--- src/rtl/uart_top.sv ---
// uart_top: 8N1 UART transmitter and receiver sharing one clock.
//   Each bit lasts CPB = CLK_FREQ / BAUD_RATE clocks.
//   The transmitter and receiver are independent and can run at the same time.
// Ports:
//   clk      - sole clock; all logic runs on the rising edge
//   rst_n    - asynchronous reset, active HIGH (the name is historical)
//   tx_start - transmit request; accepted only when idle
//   tx_data  - byte to send; latched on the accepting edge
//   tx_busy  - high while a TX frame is in progress
//   tx_done  - one-cycle pulse after the stop bit ends
//   tx       - serial output; idles high
//   rx       - serial input; asynchronous to clk; idles high
//   rx_data  - last correctly framed received byte
//   rx_valid - one-cycle pulse when rx_data is updated
module uart_top #(
  parameter int CLK_FREQ  = 100_000_000,
  parameter int BAUD_RATE = 115200
) (
  input  logic       clk,
  input  logic       rst_n,
  input  logic       tx_start,
  input  logic [7:0] tx_data,
  output logic       tx_busy,
  output logic       tx_done,
  output logic       tx,
  input  logic       rx,
  output logic [7:0] rx_data,
  output logic       rx_valid
);

  localparam int CPB  = CLK_FREQ / BAUD_RATE;
  localparam int HALF = CPB / 2;
  localparam int CW   = (CPB > 2) ? $clog2(CPB) : 1;
  localparam logic [CW-1:0] BAUD_LAST = CW'(CPB - 1);
  localparam logic [CW-1:0] HALF_LAST = CW'(HALF - 1);

  typedef enum logic [1:0] {S_IDLE, S_START, S_DATA, S_STOP} state_t;

  // ---------------- transmitter ----------------
  state_t          tx_state_q, tx_state_d;
  logic [CW-1:0]   tx_baud_q, tx_baud_d;
  logic [2:0]      tx_bit_q, tx_bit_d;
  logic [7:0]      tx_shreg_q, tx_shreg_d;
  logic            tx_line_q, tx_line_d;
  logic            tx_busy_q, tx_busy_d;
  logic            tx_done_q, tx_done_d;

  always_comb begin
    tx_state_d = tx_state_q;
    tx_baud_d  = tx_baud_q;
    tx_bit_d   = tx_bit_q;
    tx_shreg_d = tx_shreg_q;
    tx_line_d  = tx_line_q;
    tx_busy_d  = tx_busy_q;
    tx_done_d  = 1'b0;
    unique case (tx_state_q)
      S_IDLE: begin
        // A request in the same cycle as the done pulse is dropped, so
        // the earliest new frame starts on the edge after tx_done.
        if (tx_start && !tx_done_q) begin
          tx_shreg_d = tx_data;
          tx_state_d = S_START;
          tx_line_d  = 1'b0;
          tx_busy_d  = 1'b1;
          tx_baud_d  = '0;
          tx_bit_d   = '0;
        end
      end
      S_START: begin
        if (tx_baud_q == BAUD_LAST) begin
          tx_baud_d  = '0;
          tx_state_d = S_DATA;
          tx_line_d  = tx_shreg_q[0];
        end else begin
          tx_baud_d = tx_baud_q + 1'b1;
        end
      end
      S_DATA: begin
        if (tx_baud_q == BAUD_LAST) begin
          tx_baud_d = '0;
          if (tx_bit_q == 3'd7) begin
            tx_state_d = S_STOP;
            tx_line_d  = 1'b1;
          end else begin
            tx_bit_d   = tx_bit_q + 3'd1;
            tx_shreg_d = {1'b0, tx_shreg_q[7:1]};
            tx_line_d  = tx_shreg_q[1];
          end
        end else begin
          tx_baud_d = tx_baud_q + 1'b1;
        end
      end
      S_STOP: begin
        if (tx_baud_q == BAUD_LAST) begin
          tx_baud_d  = '0;
          tx_state_d = S_IDLE;
          tx_busy_d  = 1'b0;
          tx_done_d  = 1'b1;
        end else begin
          tx_baud_d = tx_baud_q + 1'b1;
        end
      end
      default: tx_state_d = S_IDLE;
    endcase
  end

  always_ff @(posedge clk or posedge rst_n) begin
    if (rst_n) begin
      tx_state_q <= S_IDLE;
      tx_baud_q  <= '0;
      tx_bit_q   <= '0;
      tx_shreg_q <= '0;
      tx_line_q  <= 1'b1;
      tx_busy_q  <= 1'b0;
      tx_done_q  <= 1'b0;
    end else begin
      tx_state_q <= tx_state_d;
      tx_baud_q  <= tx_baud_d;
      tx_bit_q   <= tx_bit_d;
      tx_shreg_q <= tx_shreg_d;
      tx_line_q  <= tx_line_d;
      tx_busy_q  <= tx_busy_d;
      tx_done_q  <= tx_done_d;
    end
  end

  assign tx      = tx_line_q;
  assign tx_busy = tx_busy_q;
  assign tx_done = tx_done_q;

  // ---------------- receiver ----------------
  // The two synchronizer flops reset high so that reset never looks like
  // a start bit.
  logic rx_meta_q, rx_sync_q;

  always_ff @(posedge clk or posedge rst_n) begin
    if (rst_n) begin
      rx_meta_q <= 1'b1;
      rx_sync_q <= 1'b1;
    end else begin
      rx_meta_q <= rx;
      rx_sync_q <= rx_meta_q;
    end
  end

  state_t          rx_state_q, rx_state_d;
  logic [CW-1:0]   rx_baud_q, rx_baud_d;
  logic [2:0]      rx_bit_q, rx_bit_d;
  logic [7:0]      rx_shreg_q, rx_shreg_d;
  logic [7:0]      rx_data_q, rx_data_d;
  logic            rx_valid_q, rx_valid_d;
  logic            rx_ferr_q, rx_ferr_d;

  always_comb begin
    rx_state_d = rx_state_q;
    rx_baud_d  = rx_baud_q;
    rx_bit_d   = rx_bit_q;
    rx_shreg_d = rx_shreg_q;
    rx_data_d  = rx_data_q;
    rx_valid_d = 1'b0;
    rx_ferr_d  = rx_ferr_q;
    unique case (rx_state_q)
      S_IDLE: begin
        if (!rx_sync_q) begin
          rx_state_d = S_START;
          rx_baud_d  = '0;
        end
      end
      S_START: begin
        // Re-check at mid start bit; a glitch shorter than that is a false start.
        if (rx_baud_q == HALF_LAST) begin
          rx_baud_d = '0;
          if (!rx_sync_q) begin
            rx_state_d = S_DATA;
            rx_bit_d   = '0;
          end else begin
            rx_state_d = S_IDLE;
          end
        end else begin
          rx_baud_d = rx_baud_q + 1'b1;
        end
      end
      S_DATA: begin
        if (rx_baud_q == BAUD_LAST) begin
          rx_baud_d  = '0;
          rx_shreg_d = {rx_sync_q, rx_shreg_q[7:1]};
          if (rx_bit_q == 3'd7) begin
            rx_state_d = S_STOP;
          end else begin
            rx_bit_d = rx_bit_q + 3'd1;
          end
        end else begin
          rx_baud_d = rx_baud_q + 1'b1;
        end
      end
      S_STOP: begin
        if (rx_ferr_q) begin
          // After a framing error, hold here until the line idles high so the
          // low stop bit is not taken as a new start bit.
          if (rx_sync_q) begin
            rx_ferr_d  = 1'b0;
            rx_state_d = S_IDLE;
          end
        end else if (rx_baud_q == BAUD_LAST) begin
          rx_baud_d = '0;
          if (rx_sync_q) begin
            rx_data_d  = rx_shreg_q;
            rx_valid_d = 1'b1;
            rx_state_d = S_IDLE;
          end else begin
            rx_ferr_d = 1'b1;
          end
        end else begin
          rx_baud_d = rx_baud_q + 1'b1;
        end
      end
      default: rx_state_d = S_IDLE;
    endcase
  end

  always_ff @(posedge clk or posedge rst_n) begin
    if (rst_n) begin
      rx_state_q <= S_IDLE;
      rx_baud_q  <= '0;
      rx_bit_q   <= '0;
      rx_shreg_q <= '0;
      rx_data_q  <= '0;
      rx_valid_q <= 1'b0;
      rx_ferr_q  <= 1'b0;
    end else begin
      rx_state_q <= rx_state_d;
      rx_baud_q  <= rx_baud_d;
      rx_bit_q   <= rx_bit_d;
      rx_shreg_q <= rx_shreg_d;
      rx_data_q  <= rx_data_d;
      rx_valid_q <= rx_valid_d;
      rx_ferr_q  <= rx_ferr_d;
    end
  end

  assign rx_data  = rx_data_q;
  assign rx_valid = rx_valid_q;

endmodule

--- config.mk ---
export PLATFORM = sky130hd
export DESIGN_NAME = uart_top
export DESIGN_NICKNAME = d
export VERILOG_FILES = /design/src/rtl/uart_top.sv
export SDC_FILE = /design/constraint.sdc
export NUM_CORES = 1
export LEC_CHECK = 0
export BUFFER_PORTS_ARGS = -buffer_cell sky130_fd_sc_hd__buf_4
export CELL_PAD_IN_SITES_DETAIL_PLACEMENT = 1
export CELL_PAD_IN_SITES_GLOBAL_PLACEMENT = 2
export CORE_ASPECT_RATIO = 1.75
export CORE_MARGIN = 4
export CORE_UTILIZATION = 40
export CTS_CLUSTER_DIAMETER = 100
export DETAILED_ROUTE_END_ITERATION = 6
export HOLD_SLACK_MARGIN = 0.08
export PLACE_DENSITY_LB_ADDON = 0.1
export RECOVER_POWER = 25
export SYNTH_ARGS = -nofsm -noshare
export SYNTH_HDL_FRONTEND = slang
export SYNTH_SLANG_ARGS = --single-unit
--- constraint.sdc ---
create_clock -name clk -period 2.2 [get_ports clk]
set_input_delay 0.11 -clock clk [delete_from_list [all_inputs] [get_ports clk]]
set_output_delay 0.11 -clock clk [all_outputs]
set_load 0.02 [all_outputs]
After elaboration in Yosys (flattened, before gate mapping)
Cells that the tools add are included.
{"block": "op_classes", "n_addsub": 4, "n_eq_ne": 25, "mux": 53, "n_bitwise": 1, "reduce_logical": 18}
{"op": "$mux W10", "n": 6}
{"op": "$pmux W10 S4", "n": 1}
{"op": "$mux W2", "n": 13}
{"op": "$ne A2 B2 Y1 const B", "n": 13}
{"op": "$mux W8", "n": 3}
{"op": "$mux W3", "n": 7}
{"op": "$add A10 B1 Y10 const B", "n": 2}
{"op": "$eq A10 B10 Y1 const B", "n": 2}
{"op": "$pmux W10 S2", "n": 1}
{"op": "$pmux W2 S4", "n": 2}
{"op": "$pmux W8 S2", "n": 1}
{"op": "$mux W1", "n": 15}
{"op": "$reduce_and A5 Y1", "n": 3}
{"op": "$pmux W3 S2", "n": 2}
{"op": "$reduce_and A4 Y1", "n": 3}
{"op": "$eq A10 B9 Y1 const B", "n": 1}
{"op": "$eq A2 B2 Y1 const B", "n": 4}
{"op": "$add A3 B1 Y3 const B", "n": 2}
{"op": "$eq A3 B3 Y1 const B", "n": 2}
{"op": "$reduce_bool A2 Y1", "n": 3}
{"op": "$eq A2 B1 Y1 const B", "n": 2}
{"op": "$logic_not A2 Y1", "n": 2}
{"op": "$reduce_and A2 Y1", "n": 2}
{"op": "$ne A3 B3 Y1 const B", "n": 1}
{"op": "other kinds (8)", "n": 8}
{"block": "totals", "register_bits": 61, "input_bits": 12, "output_inout_bits": 12, "word_cells": 117}

Longest topological paths before layout
{"block": "logic_depth", "word_depth": 4, "ltp_mapped": 7}

Worst setup path after synthesis
Ideal clock, no wire load.
{"block": "synth_timing", "path_type": "flip-flop to flip-flop", "start": "register rx_bit_q[0]", "end": "register rx_bit_q[0]", "setup_ps": 128, "arrival_ps": 1796, "required_ps": 2072, "path_slack_ps": 277, "stages_incl_launch_ff": 6, "path_buffers": 0, "synth_period_minus_slack_ps": 1923, "cell_sequence": "dfrtp_1 > ha_1 > ha_1 > or4_4 > a21oi_4 > mux2_1"}
{"block": "synth_between", "elab_chain_cells": 4, "word_cells_on_any_way": 7}
{"item": "start: declaration", "line": "148", "text": "logic [2:0] rx_bit_q, rx_bit_d;"}
{"item": "start signal: assignment", "line": "233", "text": "rx_bit_q <= rx_bit_d;"}
{"item": "$add A3 B1 Y3", "line": "190", "text": "rx_bit_d = rx_bit_q + 3'd1;"}
{"item": "$mux W3", "line": "187", "text": "if (rx_bit_q == 3'd7) begin"}
{"item": "$mux W3", "line": "184", "text": "if (rx_baud_q == BAUD_LAST) begin"}
{"item": "$pmux W3 S2", "line": "162", "text": "unique case (rx_state_q)"}
Parallel ways exist; a longest one is shown, timed or not. The select of a mux whose other input is x is not followed.
A chain may end at the register's enable or synchronous reset.

Final worst setup path
{"block": "layout_timing", "start": "register rx_baud_q[0]", "end": "register rx_bit_q[0]"}
{"block": "layout_between", "elab_chain_cells": 3, "word_cells_on_any_way": 5}
{"item": "start: declaration", "line": "147", "text": "logic [CW-1:0] rx_baud_q, rx_baud_d;"}
{"item": "start signal: assignment", "line": "232", "text": "rx_baud_q <= rx_baud_d;"}
{"item": "$eq A10 B10 Y1 or $eq A10 B9 Y1 (tied branches)", "line": "184, 171"}
{"item": "$ne A2 B2 Y1 (no line)"}
{"item": "$reduce_and A5 Y1 (no line) *"}
Mark *: on every way between the ends. The rest lies on a longest branch, timed or not.

==> metrics.yaml <==
synth:
  yosysMostFrequentCell: "dfrtp_1"
  synth_compound_area_frac: 0.1251
  synth_area_mm2: 0.003241
  synth_simple_gate_area_frac: 0.1614
  synth_warnings: 0
  synth_area_leaders: "dfrtp_1 45%, mux2_2 11%, ha_1 5.0%, o21ai_0 2.9%, mux2i_1 2.5%"
  synth_area_per_cell_um2: 11.02
  postSynthRegisterBits: 61
  synth_xor_area_frac: 0.01081
  synth_top_area_frac: 0.4479
  synth_top_area_cell: "dfrtp_1"
  async_reset_ff_frac: 1.000
  synth.distinct_cells: 57
  yosysSeqAreaShare: 0.4722
  synth_flop_cell: "dfrtp_1"
  synth_cells: 294
  synth_edf_count: 0
  netlist_top_cells_count: "58 x dfrtp_1, 33 x mux2_2, 21 x inv_1"
  synth_fa_ha_area_frac: 0.05019
  syn_nets: 319
  synth_top_family_by_area: "simple AND/OR/NAND/NOR gates"
  synth_mux_area_frac: 0.1429
timing:
  drv_slew: 62
  tightest_slew_ns: 1.508
  setup_viol: 0
  rsz0062_at_grt: "false"
  finalCritPeriodShare: 0.9337
  hold_viol: 0
  max_freq_mhz: 486.8
  tns_ns: 0
  final.setup_skew_ns: 0.008045
  period_minus_slack_ns: 2.054
  setup_ws_ns: 0.1458
  slew_headroom: -0.005618
global_route:
  antenna_found_initial: 0
  grt_pass1_vias: 2682
  track_usage: 0.1669
  grt-ovfl-total: 0
  grt_max_degree: 62
  grt_pass1_wl_um: 13050
clocking:
  cts_max_path_buffers: 2
  cts_tree: "yes"
  cts.clk_slew.worst_paths_ns: 0.05
  cts_buffers: 9
  numClockSinks: 61
  clk_latency_ns: 0.32
  cts-root-buf: "clkbuf_16"
  htreeDepth: 3
worst_setup_path:
  cp.arrival_ns: 2.25
  critPathTopFamily: "simple AND/OR/NAND/NOR gates"
  cp.required_ns: 2.40
  startpoint_type: "flop"
  path_max_fanout: 6
  cp_slowest_cell: "or4_4"
  slowest_delay_ns: 0.53
  worst-path-buf-inv: 0
  crit_chain: "ha_1 -> nand4b_1 -> or4_4 -> a21oi_4 -> mux2_1"
  path_class: "reg -> reg"
  cp-end-kind: "flop"
die:
  dieWidth_um: 76.04
  initial_core_util: 0.4097
  io_pins: 24
  core_mm2: 0.007909
  dieArea_mm2: 0.009662
  die_h_um: 127.1
  num_rows: 43
placement:
  dp_hpwl_um: 5382
  gp_congestion: 0.7211
  port-buffer-count: 23
  pre_cts_ws_ns: 0.08761
  place_area_mm2: 0.003608
cells_and_area:
  fin_area_mm2: 0.003959
  nNetsFinal: 365
  nFillCells: 875
  antenna_cells: 0
  drive_gt1_frac: 0.3217
  area_delta_synth_final_pct: 22.16
  seq_area_mm2: 0.001530
  multi_input_area_mm2: 0.001605
power:
  total_power_mw: 2.637
  p_leak_nw: 1.791
  powerDensity_mw_per_mm2: 666.2
  peakVddDrop_mv: 0.3510
routing:
  drtIter0Drc: 96
  routed_wl_um: 7500
  ant_nets: 0
  vias: 2455
  vias_per_cell: 5.644
  wl_per_cell_um: 17.24
  drc_errors: 0
  drt-pass1-iter-count: 4
outcome:
  outcome: "finished with violations"
  violations: "max-capacitance violations, max-slew violations"
worst_hold_path:
  hold_path_class: "in -> reg"
job:
  max_cap_violations: 1
layout by cell type, fill, tap and decap left out, drive strengths merged, types with 5 or more instances in the layout:
| master | Yosys | layout |
|---|---|---|
| dfrtp | 58 | 58 |
| buf | 6 | 37 |
| nor2 | 15 | 15 |
| ha | 13 | 13 |
| nand3 | 11 | 11 |
| a21oi | 14 | 15 |
| and3 | 5 | 5 |
| mux2 | 34 | 34 |
| nand4 | 6 | 6 |
| nand2 | 11 | 11 |
| o21ai | 19 | 19 |
| mux2i | 8 | 8 |
| inv | 21 | 21 |
| clkbuf | 3 | 16 |
| nand2b | 5 | 5 |
layout make-up:
cell class,instances,share of cell area
Sequential cell,61,0.3865
Timing Repair Buffer,43,0.08281
Tap cell,90,0.02844
Clock inverter,3,0.01106
Inverter,21,0.01991
Clock buffer,13,0.06574
Multi-Input combinational cell,204,0.4055
logic make-up (layout without fill, tap and decap cells):
logic type	count (synthesis)	in the layout
AND/OR/NAND/NOR	83	83
AO/OA/AOI/OAI	61	62
flip-flops	61	61
multiplexers	42	42
buffers and inverters	30	80
adder cells (fa/ha/maj)	13	13
XOR/XNOR	4	4
power breakdown:
group          total, mW  switching (mW)  internal [mW]
logic             0.0632          0.0333         0.0299
registers           1.14         0.00795           1.14
clock network       1.43           0.491          0.939
stage by stage:
stage,instances,util,hold slack [ns]
after global placement,413,0.4563,0.2117
after floorplan,294,-,0.1145
after detailed placement,413,0.4563,0.2133
after global routing,435,0.5006,0.1473
after CTS,432,0.4985,0.1422
final,435,0.5006,0.1497
registers in the layout, indices dropped and copies added (netlist names), named ones only:
name and count:
rx_bit_q 3, rx_valid 1, tx_baud_q 10, tx_state_q 2, rx_meta_q 1, rx_state_q 1, rx_shreg_q 8, rx_ferr_q 1
rx_baud_q 10, tx 1, tx_done 1, tx_busy 1, tx_shreg_q 8, tx_bit_q 3, rx_sync_q 1, rx_data 8
repair_timing:
action                                 4_1_cts  5_1_grt
buffers inserted                             0        2
hold buffers                                 3        0
gates resized for setup                      0        2
setup endpoints to repair                    0        9
endpoints found under the hold margin       60        0
final timing paths:
path | start | endpoint | slack, ns | depth (start not counted)
worst max-delay path | rx_baud_q[0]$_DFFE_PP0P_ | rx_bit_q[0]$_DFFE_PP0P_ | 0.15 | 5
worst min-delay path | tx_data[3] | tx_shreg_q[3]$_DFFE_PP0P_ | 0.15 | 3
worst max register to register | rx_baud_q[0]$_DFFE_PP0P_ | rx_bit_q[0]$_DFFE_PP0P_ | 0.15 | 5
worst min register to register | rx_meta_q$_DFF_PP1_ | rx_sync_q$_DFF_PP1_ | 0.36 | 0
max in group asynchronous | rst_n | tx_busy$_DFFE_PP0P_ | 0.43 | 4
min in group asynchronous | rst_n | rx_data[7]$_DFFE_PP0P_ | 0.86 | 4
metal layers:
metal,wire length [um],global-route usage,up-vias
li1,-,-,1158
met1,2803,0.1765,1246
met2,4390,0.3146,34
met3,160,0.03879,17
met4,145,0.06184,0
met5,0,0,-
tightest hold or removal path: stages:
cell and delay, ns:
buf_4 0.07, mux2_2 0.12, mux2_2 0.13
Note: power is estimated with default switching activity, not from simulation.
